## src/rtl/dct8_stream.sv

```systemverilog
`default_nettype none
// =============================================================================
// Module   : dct8_stream
// Brief    : Streaming 8-point DCT-II / DCT-III engine, ping-pong input
//            buffers, serial MAC and a 2-entry output FIFO.
// Revision : 1.0
// =============================================================================
module dct8_stream #(
    parameter int DATA_WIDTH = 8,
    parameter int COEF_WIDTH = 12,
    parameter int OUT_WIDTH  = DATA_WIDTH + 3
) (
    input  logic                         clk,
    input  logic                         rst_n,
    input  logic signed [DATA_WIDTH-1:0] in_data,
    input  logic                         in_valid,
    output logic                         in_ready,
    input  logic                         in_inv,
    output logic signed [OUT_WIDTH-1:0]  out_data,
    output logic                         out_valid,
    input  logic                         out_ready,
    output logic [2:0]                   out_index,
    output logic                         out_last,
    output logic                         out_inv,
    output logic                         busy
);
    localparam int PROD_W = DATA_WIDTH + COEF_WIDTH;
    localparam int ACC_W  = PROD_W + 3;
    localparam logic signed [ACC_W-1:0] C_RND     = ACC_W'(longint'(1) << (COEF_WIDTH - 2));
    localparam logic signed [ACC_W-1:0] C_OUT_MAX = ACC_W'((longint'(1) << (OUT_WIDTH - 1)) - 1);
    localparam logic signed [ACC_W-1:0] C_OUT_MIN = ACC_W'(-(longint'(1) << (OUT_WIDTH - 1)));

    // cos(m*pi/16) in Q30, m = 0..8
    function automatic longint cos_q30(input int m);
        case (m)
            0:       cos_q30 = 64'sd1073741824;
            1:       cos_q30 = 64'sd1053110176;
            2:       cos_q30 = 64'sd992008094;
            3:       cos_q30 = 64'sd892783698;
            4:       cos_q30 = 64'sd759250125;
            5:       cos_q30 = 64'sd596538995;
            6:       cos_q30 = 64'sd410903207;
            7:       cos_q30 = 64'sd209476638;
            default: cos_q30 = 64'sd0;
        endcase
    endfunction

    // a(0)*cos(0) equals (1/2)*cos(pi/4), so every entry is half a folded cosine.
    function automatic logic signed [COEF_WIDTH-1:0] coef(input int k, input int n);
        int     m;
        bit     neg;
        longint mag;
        m   = ((2 * n + 1) * k) % 32;
        if (m > 16) m = 32 - m;
        neg = 1'b0;
        if (m > 8) begin
            m   = 16 - m;
            neg = 1'b1;
        end
        mag = (k == 0) ? cos_q30(4) : cos_q30(m);
        mag = (mag * (longint'(1) << (COEF_WIDTH - 2)) + (longint'(1) << 29)) >>> 30;
        coef = neg ? COEF_WIDTH'(-mag) : COEF_WIDTH'(mag);
    endfunction

    logic signed [COEF_WIDTH-1:0] w_rom [64];
    for (genvar gk = 0; gk < 8; gk++) begin : g_rom_k
        for (genvar gn = 0; gn < 8; gn++) begin : g_rom_n
            localparam logic signed [COEF_WIDTH-1:0] C_VAL = coef(gk, gn);
            assign w_rom[gk*8+gn] = C_VAL;
        end
    end

    typedef enum logic [1:0] {
        S_IDLE  = 2'd0,
        S_MAC   = 2'd1,
        S_WRITE = 2'd2
    } state_t;

    state_t                        state_q, state_d;
    logic signed [DATA_WIDTH-1:0]  buf_q [2][8];
    logic [1:0]                    full_q, full_d, tag_q, w_full_soon;
    logic                          fill_sel_q, eng_sel_q, eng_sel_d;
    logic [2:0]                    cnt_q, n_q, n_d, j_q, j_d;
    logic signed [ACC_W-1:0]       acc_q, acc_d, w_shift;
    logic signed [PROD_W-1:0]      w_prod;
    logic signed [COEF_WIDTH-1:0]  w_coef;
    logic signed [OUT_WIDTH-1:0]   w_sat;
    logic                          w_in_hs, w_fill_done, w_release, w_push, w_pop;
    logic signed [OUT_WIDTH-1:0]   f_data_q [2];
    logic [2:0]                    f_idx_q [2];
    logic [1:0]                    f_last_q, f_inv_q;
    logic                          f_wr_q, f_rd_q;
    logic [1:0]                    f_cnt_q;

    // Reset is folded in so no sample can be accepted while it is asserted.
    assign in_ready    = !rst_n && !full_q[fill_sel_q];
    assign w_in_hs     = in_valid && in_ready;
    assign w_fill_done = w_in_hs && (cnt_q == 3'd7);
    assign w_full_soon = full_q | (w_fill_done ? (2'b01 << fill_sel_q) : 2'b00);
    assign full_d      = w_full_soon & ~(w_release ? (2'b01 << eng_sel_q) : 2'b00);

    // Inverse mode walks the ROM transposed.
    assign w_coef  = w_rom[tag_q[eng_sel_q] ? {n_q, j_q} : {j_q, n_q}];
    assign w_prod  = PROD_W'(buf_q[eng_sel_q][n_q]) * PROD_W'(w_coef);
    assign w_shift = (acc_q + C_RND) >>> (COEF_WIDTH - 1);

    always_comb begin
        if (w_shift > C_OUT_MAX)      w_sat = C_OUT_MAX[OUT_WIDTH-1:0];
        else if (w_shift < C_OUT_MIN) w_sat = C_OUT_MIN[OUT_WIDTH-1:0];
        else                          w_sat = w_shift[OUT_WIDTH-1:0];
    end

    always_comb begin
        state_d   = state_q;
        n_d       = n_q;
        j_d       = j_q;
        acc_d     = acc_q;
        eng_sel_d = eng_sel_q;
        w_push    = 1'b0;
        w_release = 1'b0;
        case (state_q)
            S_IDLE: begin
                if (w_full_soon[eng_sel_q]) begin
                    state_d = S_MAC;
                    n_d     = 3'd0;
                    j_d     = 3'd0;
                end
            end
            S_MAC: begin
                acc_d = ((n_q == 3'd0) ? '0 : acc_q) + ACC_W'(w_prod);
                n_d   = n_q + 3'd1;
                if (n_q == 3'd7) state_d = S_WRITE;
            end
            S_WRITE: begin
                if (f_cnt_q != 2'd2) begin
                    w_push = 1'b1;
                    j_d    = j_q + 3'd1;
                    if (j_q == 3'd7) begin
                        w_release = 1'b1;
                        eng_sel_d = ~eng_sel_q;
                        state_d   = w_full_soon[~eng_sel_q] ? S_MAC : S_IDLE;
                    end else begin
                        state_d = S_MAC;
                    end
                end
            end
            default: state_d = S_IDLE;
        endcase
    end

    assign w_pop = (f_cnt_q != 2'd0) && out_ready;

    always_ff @(posedge clk) begin
        if (rst_n) begin
            state_q    <= S_IDLE;
            n_q        <= 3'd0;
            j_q        <= 3'd0;
            acc_q      <= '0;
            eng_sel_q  <= 1'b0;
            fill_sel_q <= 1'b0;
            cnt_q      <= 3'd0;
            full_q     <= 2'b00;
            tag_q      <= 2'b00;
            f_wr_q     <= 1'b0;
            f_rd_q     <= 1'b0;
            f_cnt_q    <= 2'd0;
            f_last_q   <= 2'b00;
            f_inv_q    <= 2'b00;
            for (int i = 0; i < 2; i++) begin
                f_data_q[i] <= '0;
                f_idx_q[i]  <= 3'd0;
            end
        end else begin
            state_q   <= state_d;
            n_q       <= n_d;
            j_q       <= j_d;
            acc_q     <= acc_d;
            eng_sel_q <= eng_sel_d;
            full_q    <= full_d;
            if (w_in_hs) begin
                cnt_q <= cnt_q + 3'd1;
                if (cnt_q == 3'd0) tag_q[fill_sel_q] <= in_inv;
                if (cnt_q == 3'd7) fill_sel_q <= ~fill_sel_q;
            end
            if (w_push) begin
                f_data_q[f_wr_q] <= w_sat;
                f_idx_q[f_wr_q]  <= j_q;
                f_last_q[f_wr_q] <= (j_q == 3'd7);
                f_inv_q[f_wr_q]  <= tag_q[eng_sel_q];
                f_wr_q           <= ~f_wr_q;
            end
            if (w_pop) f_rd_q <= ~f_rd_q;
            case ({w_push, w_pop})
                2'b10:   f_cnt_q <= f_cnt_q + 2'd1;
                2'b01:   f_cnt_q <= f_cnt_q - 2'd1;
                default: f_cnt_q <= f_cnt_q;
            endcase
        end
    end

    always_ff @(posedge clk) begin
        if (w_in_hs) buf_q[fill_sel_q][cnt_q] <= in_data;
    end

    assign out_valid = (f_cnt_q != 2'd0);
    assign out_data  = f_data_q[f_rd_q];
    assign out_index = f_idx_q[f_rd_q];
    assign out_last  = f_last_q[f_rd_q];
    assign out_inv   = f_inv_q[f_rd_q];
    assign busy      = (|full_q) || (state_q != S_IDLE) || (f_cnt_q != 2'd0);

endmodule
`default_nettype wire

```

## config.mk

```make
export PLATFORM = sky130hd
export DESIGN_NAME = dct8_stream
export DESIGN_NICKNAME = d
export VERILOG_FILES = /design/src/rtl/dct8_stream.sv
export SDC_FILE = /design/constraint.sdc
export NUM_CORES = 1
export LEC_CHECK = 0
export BUFFER_PORTS_ARGS = -buffer_cell sky130_fd_sc_hd__buf_2
export CORE_ASPECT_RATIO = 1.2
export CORE_MARGIN = 3
export CORE_UTILIZATION = 69
export CTS_CLUSTER_DIAMETER = 50
export DETAILED_ROUTE_END_ITERATION = 10
export PLACE_DENSITY = 0.88
export SETUP_SLACK_MARGIN = 0.1
export SKIP_LAST_GASP = 1
export SLEW_MARGIN = 20
export SYNTH_ARGS = -nofsm -noshare
export SYNTH_HDL_FRONTEND = slang
export SYNTH_SLANG_ARGS = --single-unit
```

## constraint.sdc

```tcl
create_clock -name clk -period 20.2 [get_ports clk]
set_clock_uncertainty 0.2 [all_clocks]
set_input_delay 2.02 -clock clk [delete_from_list [all_inputs] [get_ports clk]]
set_output_delay 2.02 -clock clk [all_outputs]
set_load 0.03 [all_outputs]
```

==> results.md <==
* Status: completed
* # rows at 56
* Layout cell share with drive strength beyond 1 at 11.8%
* DR vias at 10.3k
* Reg clk slew, reported paths at 60 ps
* Warnings from Yosys at 0
* Die ar. at 22100 um^2
* Setup_tns at 0 ps
* Initial antenna violation count at 0
* Number of diodes at 0
* Fin nets at 1521
* Synth top area cells: edfxtp_1 (33%), fa_1 (11%), dfxtp_1 (7.1%)
* Total global-route track usage at 30.5%
* Synth Flop Type: edfxtp_1
* Worst Reg-to-Reg Cells at 33
* Hold Vio Cnt, Final at 0
* Worst Hold Class: reg -> reg
* Hold depth at 2
* Yosys top cell by area: edfxtp_1
* Port Buffer Count at 31
* Bufs on Longest Clock Path at 3
* Netlist cell types at 76
* Pwr dens at 95.0 nW/um^2
* Required @ worst endpoint at 20420 ps
* CTS resizes at 0
* Slew Limit Fails at 0
* EDFF count, synth at 156
* Most used routing layer: met2
* Critical Path Most Common Cell: inv_1
* H-tree levels at 1
* Mapped Cells at 1350
* Setup bufs post-CTS at 0
* Post-Syn Area at 14000 um^2
* Hold Crit Endpoint: acc_q[9]
* # hold bufs at CTS at 0
* DR pass1 iterations at 5
* Slew HR at 35.4%
* Multi-input logic area at 7580 um^2
* Met1 GRT Util at 37.7%
* Final setup violating endpoints at 0
* CP Launch Type: register
* Seq. cell area at 5690 um^2
* Slowest CP cell: mux2i_4
* Final ANT Viol Nets at 0
* Min Tclk post-route at 9980 ps
* Hold path startpoint: acc_q[9]
* CTS Sinks at 206
* PnR Total Power at 1.43 mW
* Routability cong. at 0.903
* HPWL Detailed at 22.4 mm
* Async SR Flop Fraction at 0%
* Grt total ovfl at 0
* Total CTS buffers at 23
* Vias/cell at 6.32
* Root buffer cell: clkbuf_16
* CTS tree: built
* Area share of the largest cell type after synthesis at 33.4%
* Die H at 162 um
* Worst path arrival time at 10200 ps
* Post-synthesis sequential area ratio at 40.5%
* Die Wd at 136 um
* Num ports at 32
* Routed length per instance at 20.1 um
* Critical Path End Type: register
* Placed cell count at 1592
* Synth Net Count at 1515
* Max cap viols at 0
* Avg Cell Area, Syn at 10.4 um^2
* Worst-Skew Late Latency at 510 ps
* Lkg Pwr at 5.97 nW
* Critical Path Fanout Max at 14
* Largest net degree at the start of global routing at 54
* Fmax at 0.100 GHz
* Non-Filler Instances at 1630
* Worst vdd ir at 91.4 uV
* Final period util at 49.4%
* M3 GR Usage at 3.38%
* GR Layer Usage met2 at 53.4%
* Most numerous cell in the Yosys netlist: edfxtp_1
* Area grow syn2layout at 7.46%
* CORE AREA at 19800 um^2
* Initial detailed-routing violation count at 891
* Starting Density at 71.1%
* Vias in the first global route at 10.6k
* Post-synth top cells: edfxtp_1 (156), nor2_1 (150), inv_1 (143), nand2_1 (137), fa_1 (78)
* RSZ-0062 raised after global routing: no
* Kind of critical path: reg -> reg
* First-pass GRT wire length at 53.7 mm
* Worst slew pin tran at 966 ps
* DRC Markers at 0
* Reg2reg end: acc_q[21]
* Worst R2R Start: eng_sel_q
* Slowest stage delay, CP at 700 ps
* Detailed Route WL at 32.8 mm
* Fillers at 1206
* FF+latch count, synth at 206
* R2r setup slk at 10220 ps
* Final worst setup slack at 10220 ps
* Post-place setup slack at 10360 ps
## placed cells by master (no fill, tap or decap), types with 5 or more instances in the layout
cell type | synthesis | final
clkbuf_16 | 0 | 23
or2_2 | 12 | 12
clkbuf_1 | 43 | 6
o21a_1 | 7 | 7
mux4_2 | 32 | 32
a21oi_1 | 67 | 67
nand3_1 | 28 | 28
o21ai_0 | 42 | 42
dfxtp_1 | 50 | 49
nand4_1 | 6 | 6
o22ai_1 | 5 | 5
buf_4 | 1 | 13
a211oi_1 | 8 | 8
nor3_1 | 27 | 23
o21bai_1 | 5 | 5
nand2b_1 | 8 | 8
a31oi_1 | 12 | 12
o211ai_1 | 7 | 7
or2_1 | 8 | 8
nor2_1 | 150 | 150
mux2i_1 | 10 | 10
and3_1 | 6 | 6
mux2_2 | 17 | 17
edfxtp_1 | 156 | 156
a21o_1 | 14 | 14
ha_1 | 74 | 74
fa_1 | 78 | 78
xor2_1 | 16 | 16
inv_1 | 143 | 143
xnor2_1 | 41 | 41
nand2_1 | 137 | 137
and2_1 | 34 | 34
nor2b_1 | 19 | 18
buf_2 | 12 | 31
## logic make-up (layout without fill, tap and decap cells)
logic type                 Yosys count  after routing  synth area share [%]
and+or+nand+nor                    450            450                  14.6
AOI/OAI and AO/OA                  212            212                  9.96
buffers and inverters              207            226                  5.72
DFF                                206            206                  40.5
adders and majority gates          152            152                  17.7
muxes                               66             66                  8.03
xor gates and xnor gates            57             57                  3.55
## area by class of cell
| class | count | area share [%] |
|---|---|---|
| Multi-Input combinational cell | 937 | 50.2 |
| Sequential cell | 206 | 37.7 |
| Clock buffer | 30 | 4.05 |
| Inverter | 144 | 3.58 |
| Tap cell | 261 | 2.16 |
| Timing Repair Buffer | 44 | 1.67 |
| Clock inverter | 8 | 0.630 |
## per-stage QoR
step                instance area (um^2)  hold WS, ps  util, %
finish                             15100          247     76.4
global route                       15100          276     76.4
CTS                                15100          250     76.3
detailed placement                 14400          241     72.8
global placement                   14400          233     72.7
floorplan                          14000          220        -
## state kept, by name, summed over array words and instances (netlist names), 3 cells and up, named ones only
name,count
acc_q,23
f_idx_q,6
f_data_q,22
cnt_q,3
buf_q,128
n_q,3
j_q,3
## worst max path at each step
| stage | start | end | slack (ps) | cells past startpoint |
|---|---|---|---|---|
| after global placement | eng_sel_q | acc_q[22] | 10630 | 36 |
| final | eng_sel_q | acc_q[21] | 10220 | 33 |
| after CTS | eng_sel_q | acc_q[22] | 10320 | 33 |
| after floorplan | eng_sel_q | acc_q[22] | 11280 | 34 |
| after global routing | eng_sel_q | acc_q[21] | 9530 | 33 |
| after detailed placement | eng_sel_q | acc_q[22] | 10360 | 33 |
## routing by layer
metal	vias up	part of all wire, %
li1	4667	-
met5	-	0
met2	517	52
met1	4990	37
met3	135	5.8
met4	0	5.6
## report_power, final
part	leakage [nW]	internal (mW)	switching, mW
logic	3.78	0.227	0.337
clock network	0.342	0.229	0.166
registers	1.85	0.465	0.0105
total	5.97	0.920	0.513
## worst max-delay path: cells and delay by family (launching register included)
kind,cells,cell delay (ps)
buffers and inverters,5,510
DFF,1,500
xor gates and xnor gates,1,170
adders and majority gates,7,3380
and+or+nand+nor,5,890
muxes,2,1380
AOI/OAI and AO/OA,13,2840
Power figures use the tool's default switching activity.
